$ cat config.mk
export PLATFORM = sky130hd
export DESIGN_NAME = prog_counter_flat
export DESIGN_NICKNAME = d
export VERILOG_FILES = /design/src/rtl/prog_counter_if.sv /design/src/rtl/prog_counter.sv /design/src/flat_wrapper.sv
export SDC_FILE = /design/constraint.sdc
export NUM_CORES = 1
export LEC_CHECK = 0
export CAP_MARGIN = 0
export CELL_PAD_IN_SITES_DETAIL_PLACEMENT = 0
export CELL_PAD_IN_SITES_GLOBAL_PLACEMENT = 2
export CORE_MARGIN = 2
export CORE_UTILIZATION = 20
export DETAILED_ROUTE_END_ITERATION = 8
export PLACE_DENSITY = 0.81
export REMOVE_ABC_BUFFERS = 1
export SYNTH_ARGS = -nofsm -noshare
export SYNTH_HDL_FRONTEND = slang
export SYNTH_SLANG_ARGS = --single-unit
$ cat constraint.sdc
create_clock -name clk -period 1.74 [get_ports clk]
set_clock_uncertainty 0.1 [all_clocks]
set_input_delay 0.348 -clock clk [delete_from_list [all_inputs] [get_ports clk]]
set_output_delay 0.348 -clock clk [all_outputs]
set_load 0.03 [all_outputs]
$ cat src/rtl/prog_counter_if.sv
// prog_counter_if -- control/data bundle for one prog_counter stage.
//
// Members (names follow the counter's pin list):
//   sclr_n    : synchronous active-low clear
//   load_n    : synchronous active-low parallel load
//   d         : load / reload data, WIDTH bits
//   up        : count direction, 1 = up, 0 = down
//   p, t      : parallel and trickle count enables
//   wrap_load : 1 = reload d at terminal (divide-by-N mode)
//   ca        : combinational terminal-count carry/borrow (t AND terminal)
//   q         : counter value, WIDTH bits
//   tc_q      : registered one-cycle terminal-event pulse
//
// master drives the controls and observes the counter; slave is the counter.
interface prog_counter_if #(
  parameter int WIDTH = 4
);
  logic             sclr_n;
  logic             load_n;
  logic [WIDTH-1:0] d;
  logic             up;
  logic             p;
  logic             t;
  logic             wrap_load;
  logic             ca;
  logic [WIDTH-1:0] q;
  logic             tc_q;

  modport master (
    output sclr_n, load_n, d, up, p, t, wrap_load,
    input  ca, q, tc_q
  );

  modport slave (
    input  sclr_n, load_n, d, up, p, t, wrap_load,
    output ca, q, tc_q
  );
endinterface

$ cat src/rtl/prog_counter.sv
// prog_counter -- presettable up/down binary counter with 74x161-style
// P/T enables, cascadable carry and an optional divide-by-N reload.
//
// Ports:
//   clk     : rising-edge clock, the only clock
//   clear_n : asynchronous active-low reset (q <= RESET_VAL, tc_q <= 0)
//   bus     : prog_counter_if.slave carrying sclr_n, load_n, d, up, p, t,
//             wrap_load (inputs) and ca, q, tc_q (outputs)
//
// Parameters:
//   WIDTH     : counter width, 2..32
//   RESET_VAL : value of q after any clear, truncated to WIDTH bits
//
// Edge priority with clear_n high: sclr_n low > load_n low > count > hold.
// A count step needs both p and t. ca = t & terminal is purely combinational
// so a following stage can use it directly as its t input.
module prog_counter #(
  parameter int WIDTH     = 4,
  parameter int RESET_VAL = 0
) (
  input  logic           clk,
  input  logic           clear_n,
  prog_counter_if.slave  bus
);

  localparam logic [WIDTH-1:0] RST_Q    = WIDTH'(RESET_VAL);
  localparam logic [WIDTH-1:0] ONE      = WIDTH'(1);
  localparam logic [WIDTH-1:0] ALL_ONES = {WIDTH{1'b1}};
  localparam logic [WIDTH-1:0] ZERO     = {WIDTH{1'b0}};

  logic [WIDTH-1:0] q_reg;
  logic [WIDTH-1:0] q_next;
  logic             tc_reg;
  logic             tc_next;
  logic             terminal;
  logic             step;

  // Terminal depends on the live direction input, so flipping up is seen
  // by ca and by the very next edge without an extra step.
  assign terminal = bus.up ? (q_reg == ALL_ONES) : (q_reg == ZERO);
  assign step     = bus.p & bus.t;

  assign bus.ca   = bus.t & terminal;
  assign bus.q    = q_reg;
  assign bus.tc_q = tc_reg;

  always_comb begin
    q_next  = q_reg;
    tc_next = 1'b0;
    if (!bus.sclr_n) begin
      q_next = RST_Q;
    end else if (!bus.load_n) begin
      // A load never reports a terminal event, even when d lands on it.
      q_next = bus.d;
    end else if (step) begin
      tc_next = terminal;
      if (terminal && bus.wrap_load) begin
        q_next = bus.d;
      end else if (bus.up) begin
        // At all-ones this naturally wraps to zero.
        q_next = q_reg + ONE;
      end else begin
        // At zero this naturally wraps to all-ones.
        q_next = q_reg - ONE;
      end
    end
  end

  always_ff @(posedge clk or negedge clear_n) begin
    if (!clear_n) begin
      q_reg  <= RST_Q;
      tc_reg <= 1'b0;
    end else begin
      q_reg  <= q_next;
      tc_reg <= tc_next;
    end
  end

endmodule

$ cat src/flat_wrapper.sv
// flat-port wrapper written by rule: the top's interface ports become plain ports
module prog_counter_flat 
#(
  parameter int WIDTH     = 4,
  parameter int RESET_VAL = 0
)
  (clk, clear_n, bus_sclr_n, bus_load_n, bus_d, bus_up, bus_p, bus_t, bus_wrap_load, bus_ca, bus_q, bus_tc_q);
  prog_counter_if #(.WIDTH(WIDTH)) bus_i ();
  input  logic clk;
  input  logic clear_n;
  input wire logic [$bits(bus_i.sclr_n)-1:0] bus_sclr_n;
  input wire logic [$bits(bus_i.load_n)-1:0] bus_load_n;
  input wire logic [$bits(bus_i.d)-1:0] bus_d;
  input wire logic [$bits(bus_i.up)-1:0] bus_up;
  input wire logic [$bits(bus_i.p)-1:0] bus_p;
  input wire logic [$bits(bus_i.t)-1:0] bus_t;
  input wire logic [$bits(bus_i.wrap_load)-1:0] bus_wrap_load;
  output wire logic [$bits(bus_i.ca)-1:0] bus_ca;
  output wire logic [$bits(bus_i.q)-1:0] bus_q;
  output wire logic [$bits(bus_i.tc_q)-1:0] bus_tc_q;
  assign bus_i.sclr_n = bus_sclr_n;
  assign bus_i.load_n = bus_load_n;
  assign bus_i.d = bus_d;
  assign bus_i.up = bus_up;
  assign bus_i.p = bus_p;
  assign bus_i.t = bus_t;
  assign bus_i.wrap_load = bus_wrap_load;
  assign bus_ca = bus_i.ca;
  assign bus_q = bus_i.q;
  assign bus_tc_q = bus_i.tc_q;
  prog_counter #(.WIDTH(WIDTH), .RESET_VAL(RESET_VAL)) u_core (.clk(clk), .clear_n(clear_n), .bus(bus_i));
endmodule
==> results of run 1 <==
cells by family after synthesis:
family | count (synthesis)
compound gates | 10
simple gates | 14
mux | 3
fa+ha+maj | 3
xor+xnor | 2
buf+inv | 4
flops | 5
routing by layer:
layer,share of wire,GRT usage,wire [um],vias to the layer above
li1,-,-,-,217
met1,0.37,0.09416,411,211
met2,0.57,0.1779,640,11
met3,0.027,0.009091,30,4
met4,0.030,0.08333,34,0
met5,0,0,0,-
synth_stat cells, drive strengths merged (2+ instances only):
cell,instances
dfrtp,5
nand2,4
ha,2
mux2i,2
inv,4
nand2b,2
a22o,2
xnor2,2
timing repair:
action | CTS | global route
setup endpoints to repair | 9 | 5
resized for setup | 8 | 1
setup buffers | 1 | 1
pin swaps | 4 | 3
hold buffers | 0 | 0
power groups by stage:
stage	Clock, W	Combinational [W]	Sequential, W
floorplan	0	0.0000925	0.000167
global placement	0	0.000225	0.000139
detailed placement	0	0.000226	0.000140
CTS	0.000140	0.000227	0.000138
global route	0.000145	0.000251	0.000139
finish	0.000134	0.000232	0.000138
worst min path at each step:
stage,slack (ns),from,endpoint
floorplan,-0.05,clear_n,u_core.bus.q[0]$_DFFE_PN0P_
global placement,0.48,clear_n,u_core.bus.tc_q$_DFF_PN0_
detailed placement,0.49,clear_n,u_core.bus.tc_q$_DFF_PN0_
CTS,0.22,clear_n,u_core.bus.q[3]$_DFFE_PN0P_
global route,0.24,clear_n,u_core.bus.q[3]$_DFFE_PN0P_
finish,0.22,clear_n,u_core.bus.q[3]$_DFFE_PN0P_
final cells by class:
cell class	count	area [sq um]	area share
inverters	4	15.01	0.02017
repair buffers	29	259.0	0.3479
multi-input cells	32	285.3	0.3832
clock buffers	4	26.28	0.03529
well taps	27	33.78	0.04538
flip-flops and latches	5	125.1	0.1681
per-stage QoR:
step           TNS, ns    util  instances
6_report       -0.8778  0.3795        101
2_1_floorplan  -0.8540       -         41
4_1_cts        -0.9138  0.3718        100
3_3_place_gp    -2.542  0.3520         95
3_5_place_dp    -2.644  0.3520         95
5_1_grt         -1.140  0.3795        101
worst max-delay path, stage by stage, from the launching register on:
cell and delay [ns]:
dfrtp_1 0.37, or4_4 0.54, mux2i_2 0.18, and2_1 0.16
buf_6 0.13
==> reports/metrics.yaml, run 1 <==
nFillCells: 215
drt_first_pass_iters: 2
final_area_sq_um: 744.5
p_comb_frac: 0.460
n_antenna_cell: 0
async_reset_ff_frac: 1.000
cp.arrival_ns: 1.63
synth-main-ff-cell: "dfrtp_1"
yosys.area_share.simple: 0.2085
clk_latency_ns: 0.24
cp-start-kind: "flip-flop"
whs_ns: 0.2235
h-tree-depth: 1
path_max_fanout: 2
cts_buffers: 3
synth.distinct_cells: 26
ios: 18
failed_checks: "setup timing"
start_util: 0.2111
p_clk_frac: 0.266
chipWidth_um: 49.51
synthMuxAreaShare: 0.08459
hpwl_um: 947.4
vdd_drop_max_uv: 172.6
via_per_inst: 4.386
wirelength_mm: 1.116
grt_max_degree: 7
ys_seq_area_frac: 0.3021
yosysWarnings: 0
outcome: "complete, but fails checks"
cts_root_buf: "clkbuf_4"
rsz0062_at_grt: "yes"
r2r_start: "u_core.bus.q[0]$_DFFE_PN0P_"
relSlewSlack: 0.7977
largest_reg_flops: 4
gp_congestion: 0.7312
num_rows: 16
p_leak_nw: 0.3548
holdCritPathClass: "in2async"
grt.total_usage: 0.09597
worstMarginPinSlew_ns: 0.3025
drv_slew: 0
routedWlPerCell_um: 11.05
antenna_found_initial: 0
clockBufferDepth: 2
synth_compound_area_frac: 0.2175
synth_seq_cells: 5
grt_pass1_vias: 421
dieHeight_um: 49.51
grt_pass1_wl_mm: 1.704
avgSynthCellArea_sq_um: 10.10
synth_area_leader_cell: "dfrtp_1"
port_buffers: 17
fin_total_pwr_w: 0.0005041
ff2ff_setup_slack_ns: -0.25
timing.final.crit_period_ns: 2.075
ant_nets: 0
fmax_ghz: 0.4819
synth_edf_count: 0
synth_xor_area_frac: 0.04230
cp-end-kind: "output pin"
crit_required_ns: 1.29
r2r_cells: 5
r2r_end: "u_core.bus.q[2]$_DFFE_PN0P_"
critPathKind: "reg2out"
synth.area.top_cells: "dfrtp_1 30%, o221ai_4 6.3%, ha_1 6.0%"
layout_common_cells: "11 x clkdlybuf4s50_1, 11 x buf_4, 5 x dlygate4sd2_1, 5 x dfrtp_1"
internal-power_w: 0.0003397
syn_to_final_growth_pct: 79.76
setup_viol: 5
vias: 443
synth_top_family_by_area: "compound AO/OA/AOI/OAI gates"
drive_gt1_frac: 0.2838
drc: 0
gr-total-overflow: 0
synth_area_sq_um: 414.1
fin_ws_ns: -0.3352
post-route-period-util: 1.193
endpoint: "bus_ca"
syn_inst: 41
switchingPower_w: 0.0001644
drt_iter0_drc: 4
p_per_area_nw_per_um2: 677.2
die-area_sq_um: 2451
cap_violations: 0
hold_viol: 0
core_sq_um: 1962
clk_pin_slew_worst_paths_ns: 0.04
cts_tree: "built"
netlist.area_leader.share: 0.3021
switching_share: 0.3262
synth_adder_area_share: 0.1088
clock-sinks: 5
cp-startpoint: "u_core.bus.q[0]$_DFFE_PN0P_"
layout.nets: 90
power_frac_seq: 0.274
placed_cell_area_sq_um: 690.7
dpl_worst_slack_ns: -0.5539
Power figures use the tool's default switching activity.
==> run 2: changes to the inputs <==
--- a/config.mk
+++ b/config.mk
@@ -11,6 +11,7 @@
 export CORE_MARGIN = 2
 export CORE_UTILIZATION = 20
 export DETAILED_ROUTE_END_ITERATION = 8
+export GPL_ROUTABILITY_DRIVEN = 0
 export PLACE_DENSITY = 0.81
 export REMOVE_ABC_BUFFERS = 1
 export SYNTH_ARGS = -nofsm -noshare
==> constraint.sdc (replaced) <==
create_clock -name clk -period 1.74 [get_ports clk]
set_clock_uncertainty 0.1 [all_clocks]
set_input_delay 0.348 -clock clk [delete_from_list [all_inputs] [get_ports clk]]
set_output_delay 0.348 -clock clk [all_outputs]
set_load 0.05 [all_outputs]
==> reports/metrics.yaml, run 2 (synthesis results as in run 1) <==
hold_viol: 0  # unchanged
num_rows: 16  # unchanged
mostFrequentLayoutCell: "buf_4"
drt_iter0_drc: 1  # -3
drt_first_pass_iters: 4  # +2
chipWidth_um: 49.51  # unchanged
n_antenna_cell: 0  # unchanged
cap_violations: 0  # unchanged
worstSetupPathDepth: 4  # unchanged
layout.nets: 93  # +3.3%
grt_pass1_vias: 455  # +8.1%
grt_max_degree: 7  # unchanged
hpwl_um: 978.8  # +3.3%
drc: 0  # unchanged
r2r_cells: 5  # unchanged
fin_cells: 104  # +3.0%
grt.total_usage: 0.09885  # +0.002883
clock-sinks: 5  # unchanged
fin_ws_ns: -0.3335  # +0.001732 ns
clockBufferDepth: 2  # unchanged
die-area_sq_um: 2451  # unchanged
port_buffers: 17  # unchanged
dieHeight_um: 49.51  # unchanged
dr_wl_met2_um: 589  # -8.0%
clk_latency_ns: 0.24  # about the same
drv_slew: 0  # unchanged
slowest_stage: "or4_4"
vdd_drop_max_uv: 198.9  # +15%
ff2ff_setup_slack_ns: -0.26  # about the same
wl_met3_um: 28  # -6.7%
syn_to_final_growth_pct: 98.49
worstMarginPinSlew_ns: 0.2732  # -0.02922 ns
drive_gt1_frac: 0.3766  # +0.09284
fmax_ghz: 0.4823  # about the same
relSlewSlack: 0.8178  # +0.02011
grt_pass1_wl_mm: 1.807  # +6.0%
dpl.cell_count: 97  # +2.1%
slowest_delay_ns: 0.55  # about the same
final.setup.tns_ns: -1.006  # -0.1284 ns
ant_nets: 0  # unchanged
rsz0062_at_grt: "yes"
cts_root_buf: "clkbuf_4"
wl_met1_um: 447  # +8.8%
routedWlPerCell_um: 10.46  # -5.3%
timing.final.crit_period_ns: 2.073  # -0.001732 ns
p_leak_nw: 0.3776  # +6.4%
r2r_start: "u_core.bus.q[1]$_DFFE_PN0P_"
setup_viol: 5  # unchanged
top_layer: "met4"
ios: 18  # unchanged
post-route-period-util: 1.192  # about the same
cp_cell_sequence: "or4_4 > mux2i_4 > and2_4 > buf_12"
via_per_inst: 4.260  # -2.9%
gr-total-overflow: 0  # unchanged
antenna_found_initial: 0  # unchanged
r2r_end: "u_core.bus.q[2]$_DFFE_PN0P_"
dpl_worst_slack_ns: -0.5782  # -0.02427 ns
failed_checks: "setup timing"
start_util: 0.2111  # unchanged
path_max_fanout: 2  # unchanged
cp-startpoint: "u_core.bus.q[1]$_DFFE_PN0P_"
clk_pin_slew_worst_paths_ns: 0.04  # about the same
vias: 443  # unchanged
cp-start-kind: "flip-flop"
largest_reg_flops: 4  # unchanged
critPathKind: "reg2out"
cts_buffers: 3  # unchanged
holdCritPathClass: "in2async"
cp-end-kind: "output pin"
cts_tree: "built"
fin_total_pwr_w: 0.0005809  # +15%
cp.arrival_ns: 1.63  # about the same
h-tree-depth: 1  # unchanged
core_sq_um: 1962  # unchanged
crit_required_ns: 1.29  # about the same
outcome: "complete, but fails checks"
path_buf_inv: 1  # unchanged
wirelength_mm: 1.088  # -2.5%
critPathTopFamily: "simple AND/OR/NAND/NOR gates"
layout_common_cells: "15 x buf_4, 10 x clkdlybuf4s50_1, 5 x buf_12, 5 x dfrtp_1"
p_per_area_nw_per_um2: 706.7  # +4.4%
run 2: through the flow:
step                      utilization  area (sq um)  hold slack [ns]
after global placement         0.3852         755.7           0.4781
final                          0.4190         822.0           0.2287
after detailed placement       0.3852         755.7           0.4888
after global routing           0.4190         822.0           0.2401
after CTS                      0.4107         805.8           0.2340
after floorplan                     -         414.1         -0.04759
run 2: power by group:
group,internal [W],switching (W)
Sequential,0.000128,0.0000115
Clock,0.0000867,0.0000474
Combinational,0.000170,0.000137
run 2: final cells by class:
cell class	count	area [sq um]
Fill cell	214	1140
Timing Repair Buffer	32	332.8
Clock buffer	4	26.28
Multi-Input combinational cell	32	289.0
Tap cell	27	33.78
Inverter	4	15.01
Sequential cell	5	125.1
run 2: what timing repair did:
action	4_1_cts	5_1_grt
buffers inserted	2	1
resized for setup	4	1
hold buffers	0	0
pin swaps	3	2
setup endpoints to repair	5	5
run 2: how the worst max path moves through the flow:
| stage | to | slack [ns] |
|---|---|---|
| floorplan | bus_ca | -0.49 |
| global placement | u_core.bus.q[2]$_DFFE_PN0P_ | -0.55 |
| detailed placement | bus_ca | -0.58 |
| CTS | bus_ca | -0.38 |
| global route | bus_ca | -0.39 |
| finish | bus_ca | -0.33 |
run 2: metal layers:
metal,track usage,vias up
met5,0,-
met4,0.08333,0
met3,0.009091,2
met2,0.1667,11
met1,0.1119,205
li1,-,225
